--- config.mk ---
export PLATFORM = sky130hd
export DESIGN_NAME = exc_sched
export DESIGN_NICKNAME = d
export VERILOG_FILES = /design/src/rtl/exc_sched_pkg.sv /design/src/rtl/exc_sched.sv
export SDC_FILE = /design/constraint.sdc
export NUM_CORES = 1
export LEC_CHECK = 0
export BUFFER_PORTS_ARGS = -buffer_cell sky130_fd_sc_hd__clkbuf_2
export CORE_MARGIN = 2
export CORE_UTILIZATION = 39
export CTS_BUF_LIST = sky130_fd_sc_hd__clkbuf_16
export DETAILED_ROUTE_END_ITERATION = 12
export PLACE_DENSITY = 0.77
export SYNTH_ARGS = -nofsm -noshare
export SYNTH_HDL_FRONTEND = slang
export SYNTH_SLANG_ARGS = --single-unit
--- constraint.sdc ---
create_clock -name clk -period 1.81 [get_ports clk]
set_input_delay 0.543 -clock clk [delete_from_list [all_inputs] [get_ports clk]]
set_output_delay 0.543 -clock clk [all_outputs]
set_load 0.03 [all_outputs]
--- src/rtl/exc_sched_pkg.sv ---
// Shared CPU definitions for the exception scheduler.
// Holds the Cause.ExcCode constants, the default handler entry address and
// the scheduler FSM state encoding. Imported by exc_sched.
package exc_sched_pkg;

  // Cause.ExcCode values
  localparam logic [4:0] EXC_INT  = 5'd0;
  localparam logic [4:0] EXC_ADEL = 5'd4;
  localparam logic [4:0] EXC_ADES = 5'd5;
  localparam logic [4:0] EXC_RI   = 5'd10;
  localparam logic [4:0] EXC_OV   = 5'd12;

  // Default exception/interrupt handler entry
  localparam logic [31:0] HANDLER_PC_DEF = 32'h0000_4180;

  typedef enum logic [1:0] {
    IDLE       = 2'd0,
    EXC_FLUSH  = 2'd1,
    ERET_FLUSH = 2'd2,
    REDIRECT   = 2'd3
  } state_t;

endpackage

--- src/rtl/exc_sched.sv ---
// Exception / interrupt scheduler.
// Watches the M stage and the interrupt lines, and sequences the pipeline
// through flush + redirect when an exception, interrupt or ERET is taken.
// CP0 register storage lives outside; this block only emits the update
// strobes (take, eret_ack) and the values CP0 latches with them.
//
// Ports:
//   clk, reset            clock, async active-low reset
//   hw_int[5:0]           level interrupt lines
//   sr_im, sr_ie, sr_exl  CP0 SR fields (mask, global enable, exception level)
//   m_valid, m_exc, m_exc_code, m_bd, m_eret   M stage status
//   epc                   current CP0 EPC (ERET return target)
//   take                  pulse: CP0 latches EPC/Cause/BD, sets EXL
//   exc_code, exc_bd      Cause.ExcCode / Cause.BD for the taken event
//   ip                    registered hw_int, for Cause.IP
//   eret_ack              pulse: CP0 clears EXL
//   flush                 kill F/D/E/M pipeline registers
//   redirect, redirect_pc fetch redirect strobe and target (0 when idle)
//   busy                  scheduler is sequencing
module exc_sched
  import exc_sched_pkg::*;
#(
  parameter logic [31:0] HANDLER_PC = HANDLER_PC_DEF
) (
  input  logic        clk,
  input  logic        reset,
  input  logic [5:0]  hw_int,
  input  logic [5:0]  sr_im,
  input  logic        sr_ie,
  input  logic        sr_exl,
  input  logic        m_valid,
  input  logic        m_exc,
  input  logic [4:0]  m_exc_code,
  input  logic        m_bd,
  input  logic        m_eret,
  input  logic [31:0] epc,
  output logic        take,
  output logic [4:0]  exc_code,
  output logic        exc_bd,
  output logic [5:0]  ip,
  output logic        eret_ack,
  output logic        flush,
  output logic        redirect,
  output logic [31:0] redirect_pc,
  output logic        busy
);

  state_t state;
  logic   irq_pend;

  assign irq_pend = sr_ie & ~sr_exl & (|(ip & sr_im));
  assign busy     = (state != IDLE);

  always_ff @(posedge clk or negedge reset) begin
    if (!reset) ip <= '0;
    else        ip <= hw_int;
  end

  // All outputs are registered alongside the state so each one is a clean
  // Moore decode of the state it belongs to. Requests arriving while busy
  // are simply not looked at; a held interrupt is seen again in IDLE.
  always_ff @(posedge clk or negedge reset) begin
    if (!reset) begin
      state       <= IDLE;
      take        <= 1'b0;
      eret_ack    <= 1'b0;
      flush       <= 1'b0;
      redirect    <= 1'b0;
      redirect_pc <= '0;
      exc_code    <= '0;
      exc_bd      <= 1'b0;
    end else begin
      take        <= 1'b0;
      eret_ack    <= 1'b0;
      flush       <= 1'b0;
      redirect    <= 1'b0;
      redirect_pc <= '0;
      case (state)
        IDLE: begin
          // Interrupt is only attached to a real instruction so EPC is valid.
          if (irq_pend && m_valid) begin
            state    <= EXC_FLUSH;
            exc_code <= EXC_INT;
            exc_bd   <= m_bd;
            take     <= 1'b1;
            flush    <= 1'b1;
          end else if (m_exc && !sr_exl) begin
            state    <= EXC_FLUSH;
            exc_code <= m_exc_code;
            exc_bd   <= m_bd;
            take     <= 1'b1;
            flush    <= 1'b1;
          end else if (m_eret) begin
            state    <= ERET_FLUSH;
            eret_ack <= 1'b1;
            flush    <= 1'b1;
          end
        end
        EXC_FLUSH: begin
          state       <= REDIRECT;
          redirect    <= 1'b1;
          flush       <= 1'b1;
          redirect_pc <= HANDLER_PC;
        end
        ERET_FLUSH: begin
          // EPC is sampled here, after CP0 has seen eret_ack.
          state       <= REDIRECT;
          redirect    <= 1'b1;
          flush       <= 1'b1;
          redirect_pc <= epc;
        end
        REDIRECT: state <= IDLE;
        default:  state <= IDLE;
      endcase
    end
  end

endmodule

Yosys cells after proc, flatten, opt, wreduce, memory -nomap -nowiden
Cells that the tools add are included.

word-level totals
  RAM bits = 0
  register bits after elaboration = 50
  latch bits = 0
  word-level logic and storage cells = 46
  memory bits (read-only) = 0
  output and inout port bits = 49
  memories = 0

operators by class
  $lt $le $gt $ge = 0
  reductions and logical operators = 9
  bitwise logic cells = 4
  muxes and demuxes = 20
  equality and inequality tests = 4
  $add $sub $neg = 0
  div/mod/pow operators = 0
  $mul = 0
  shift-type cells = 0

operator list
  operator                                                          number
  32-bit case mux with 2 select lines                               1
  1-bit 2-to-1 mux                                                  12
  5-bit 2-to-1 mux                                                  2
  6-bit AND                                                         1
  2-bit 2-to-1 mux                                                  3
  2-bit case mux with 3 select lines                                1
  6-bit OR reduction                                                1
  2-bit == test (second input constant)                             2
  4-bit != test (second input constant)                             1
  2-bit nonzero test                                                2
  1-bit AND                                                         2
  2-bit by 1-bit == test with 1-bit output (second input constant)  1
  1-bit logical AND                                                 2
  2-bit logical NOT                                                 1
  1-bit case mux with 2 select lines                                1
  2-bit AND reduction                                               1
  2-bit OR reduction                                                1
  1-bit logical NOT                                                 1
  1-bit inverter                                                    1

Longest topological paths before layout
  word-level depth = 6
  depth in mapped cells = 6
  mapped depth without buffers = 6

Worst setup path after synthesis
Ideal clock, no wire load.

  kind = register to register
  start point = reg ip[0]
  end point = reg exc_bd
  slack = -78 ps
  period minus slack after synthesis = 1888 ps
  library setup time = 125 ps
  stages on the path, launching flop included = 5
  data arrival time = 1763 ps
  cell sequence = dfrtp_1 > a22o_4 > or4_4 > nand3_2 > mux2_4

between the ends
  longest elaborated chain between the ends = 6

RTL lines
  element                               RTL line         RTL
  from (decl)                           exc_sched.sv:40  output logic [5:0] ip,
  from (signal assigned)                exc_sched.sv:56  else ip <= hw_int;
  6-bit AND *                           exc_sched.sv:51  assign irq_pend = sr_ie & ~sr_exl & (|(ip & sr_im));
  6-bit OR reduction *                  exc_sched.sv:51
  1-bit AND *                           exc_sched.sv:51
  1-bit logical AND *                   exc_sched.sv:81  if (irq_pend && m_valid) begin
  2-bit nonzero test (no source line)   --
  2-bit AND reduction (no source line)  --
  to (signal assigned)                  exc_sched.sv:84  exc_bd <= m_bd;
  to (signal assigned)                  exc_sched.sv:90  exc_bd <= m_bd;
  to (decl)                             exc_sched.sv:39  output logic exc_bd,

Mark *: on every way between the ends. The rest lies on a longest branch, timed or not.
A chain may end at the register's enable or synchronous reset.

Final worst setup path
  start point = reg state[0]
  end point = out busy

between the ends
  longest elaborated chain between the ends = 1

RTL lines
  element                 RTL line         RTL
  from (decl)             exc_sched.sv:48  state_t state;
  from (signal assigned)  exc_sched.sv:64  state <= IDLE;
  from (signal assigned)  exc_sched.sv:82  state <= EXC_FLUSH;
  from (signal assigned)  exc_sched.sv:88  state <= EXC_FLUSH;
  2-bit nonzero test      exc_sched.sv:52  assign busy = (state != IDLE);
  to (decl)               exc_sched.sv:45  output logic busy

No other way between the ends.

==> impl_metrics.json <==
{
  "worstSetupPathType": "reg2out",
  "rr_startpoint": "ip[0]$_DFF_PN0_",
  "comb_power_share_pct": 42.0,
  "reg2reg_depth": 4,
  "instances_no_fill": 310,
  "cts_root_buf": "clkbuf_16",
  "rsz0062_at_grt": "false",
  "drv_slew": 0,
  "num_antenna_cells": 0,
  "cp-startpoint": "state[0]$_DFFE_PN0P_",
  "syn_inst": 138,
  "dpl_cell_area_um2": 2519,
  "finalCritPeriodShare_pct": 97.24,
  "synthMuxAreaShare_pct": 0.8141,
  "drt-pass1-iter-count": 4,
  "antenna_found_initial": 0,
  "most-common-layout-cells": "clkbuf_2, dfrtp_1, and2_1",
  "io_buffer_count": 105,
  "status": "completed",
  "fmax_mhz": 568.1,
  "vias_per_cell": 4.616,
  "clk_path_buf_depth": 2,
  "grt_pass1_vias": 1374,
  "synth_nets": 200,
  "required_ns": 1.27,
  "drive_gt1_share_pct": 51.95,
  "num_rows": 25,
  "synth_xor_area_share_pct": 0,
  "synth-simple-area-share_pct": 16.42,
  "clk-insertion-delay-late_ns": 0.28,
  "clkTransAtPathRegs_ns": 0.06,
  "ys_dominant_reg_cell": "dfrtp_1",
  "synth_top_family_by_area": "simple AND/OR/NAND/NOR gates",
  "worst_ep_arrival_time_ns": 1.22,
  "cap_violations": 0,
  "cts_tree": "done",
  "synth-seq-cells": 50,
  "dr_total_vias": 1431,
  "dp_hpwl_um": 3122,
  "skew_ns": 0.002782,
  "seq_power_share_pct": 35.8,
  "yosysWarningCount": 0,
  "yosysTopAreaCell": "dfrtp_1",
  "intPower_mw": 2.730,
  "cp-end-kind": "output pin",
  "ant_nets": 0,
  "fin_crit_ns": 1.760,
  "synth-edff-count": 0,
  "clock_sinks": 50,
  "pin_count": 106,
  "r2r-end": "exc_bd$_DFFE_PN0P_",
  "cts_buffers": 5,
  "synth_compound_area_share_pct": 9.701,
  "core_area_um2": 4629,
  "place.gp.congestion": 0.8520,
  "fin_tns_setup_ns": 0,
  "cp_max_fo": 4,
  "power_switching_mw": 1.718,
  "drt_iter0_markers": 45,
  "fillers": 407,
  "dieArea_um2": 5295,
  "grt.total_usage_pct": 15.35,
  "nets": 318,
  "yosys.area.top_type_share_pct": 67.84,
  "async_reset_ff_share_pct": 100.0,
  "synth_area_per_cell_um2": 13.36,
  "fin_util_pct": 58.16,
  "leakage_nw": 1.486,
  "yosysSeqAreaShare_pct": 67.84,
  "total_power_mw": 4.448,
  "startpoint_type": "register",
  "fp.dieW_um": 72.77,
  "cts_max_level": 2,
  "tightest_slew_ns": 0.3820,
  "synth_fa_ha_area_share_pct": 3.392,
  "place_inst": 303,
  "hp-class": "in2async",
  "switching_share_pct": 38.62,
  "setup_viol": 0,
  "area_delta_synth_final_pct": 46.00,
  "overflow": 0,
  "routed_wl_um": 3879,
  "ys_types": 26,
  "powerDensity_nw_per_um2": 1652,
  "layout_commonest_cell": "clkbuf_2",
  "initial_core_util_pct": 39.84,
  "post_cts_buffers": 0,
  "synth_area_leaders": "dfrtp_1, and2_1, ha_1, o31ai_1, o21ai_0",
  "grt_max_degree": 27,
  "rrSetupSlack_ns": 0.06,
  "grt_first_pass_wirelength_um": 6230,
  "ir_drop_uv": 617.8,
  "drc_errors": 0,
  "hold_viol": 0,
  "post-route-cell-area_um2": 2693,
  "slew_headroom_pct": 74.44,
  "die_h_um": 72.77,
  "syn_area_um2": 1844,
  "wl_per_cell_um": 12.51,
  "clock_power_share_pct": 22.3
}
==> cell families after synthesis <==
kind of cell,after synthesis
DFF,50
and+or+nand+nor,49
AOI/OAI and AO/OA,24
buffers and inverters,9
adders and majority gates,5
muxes,1
==> per-stage QoR <==
step / worst slack [ns] / hold WS (ns)
final: 0.04988 / 0.2542
after global routing: 0.005401 / 0.2775
after CTS: 0.005893 / 0.2583
after detailed placement: -0.1584 / 0.5066
after global placement: -0.1319 / 0.4873
after floorplan: -0.04403 / 0.2474
==> worst max-delay path, cell delays in order, from the launching register on <==
cell and delay [ns]:
dfrtp_1 0.41, inv_2 0.13, ha_4 0.18, inv_1 0.05
clkbuf_4 0.17
==> synthesized netlist by cell type (2+ instances only) <==
| library cell | instances |
|---|---|
| nand2b_1 | 2 |
| nand2_1 | 6 |
| nor2_1 | 6 |
| a221oi_1 | 2 |
| ha_1 | 5 |
| o31ai_1 | 6 |
| inv_1 | 5 |
| clkbuf_1 | 4 |
| dfrtp_1 | 50 |
| and2_1 | 29 |
| a21oi_1 | 4 |
| o21ai_0 | 5 |
==> power by group through the flow <==
stage          clock network [mW]  registers, mW  logic [mW]
2_1_floorplan                   0           2.23       0.587
3_3_place_gp                    0           1.59        1.83
3_5_place_dp                    0           1.60        1.85
4_1_cts                      1.02           1.59        1.89
5_1_grt                      1.06           1.62        2.03
6_report                    0.990           1.59        1.87
==> worst max path at each step <==
stage | end | cells past startpoint
detailed placement | exc_bd$_DFFE_PN0P_ | 5
global route | busy | 4
CTS | busy | 4
floorplan | exc_bd$_DFFE_PN0P_ | 4
global placement | exc_bd$_DFFE_PN0P_ | 5
finish | busy | 4
==> per-layer routing <==
metal / wire, um / up-vias / global-route usage [%]
met3: 191 / 7 / 2.624
met4: 70 / 0 / 7.202
li1: - / 693 / -
met2: 2091 / 51 / 26.67
met1: 1525 / 680 / 18.49
met5: 0 / - / 0
==> final cells by class <==
type	count	area, um2	area share, %
Tap cell	54	67.56	2.509
Sequential cell	50	1252	46.51
Clock buffer	5	125.1	4.647
Multi-Input combinational cell	79	579.3	21.51
Inverter	5	18.77	0.6970
Timing Repair Buffer	115	615.6	22.86
Clock inverter	2	33.78	1.255
==> sequential cells by signal, summed over array words and instances (netlist names) <==
| name | flops |
|---|---|
| state | 2 |
| eret_ack | 1 |
| exc_code | 5 |
| redirect_pc | 32 |
| take | 1 |
| redirect | 1 |
| flush | 1 |
| ip | 6 |
| exc_bd | 1 |
==> what timing repair did <==
action,CTS,global route
gates resized for setup,4,1
endpoints found under the setup margin,1,1
hold buffers,0,0
gates cloned,0,0
pin swaps,0,0
(Power assumes the default switching activity.)
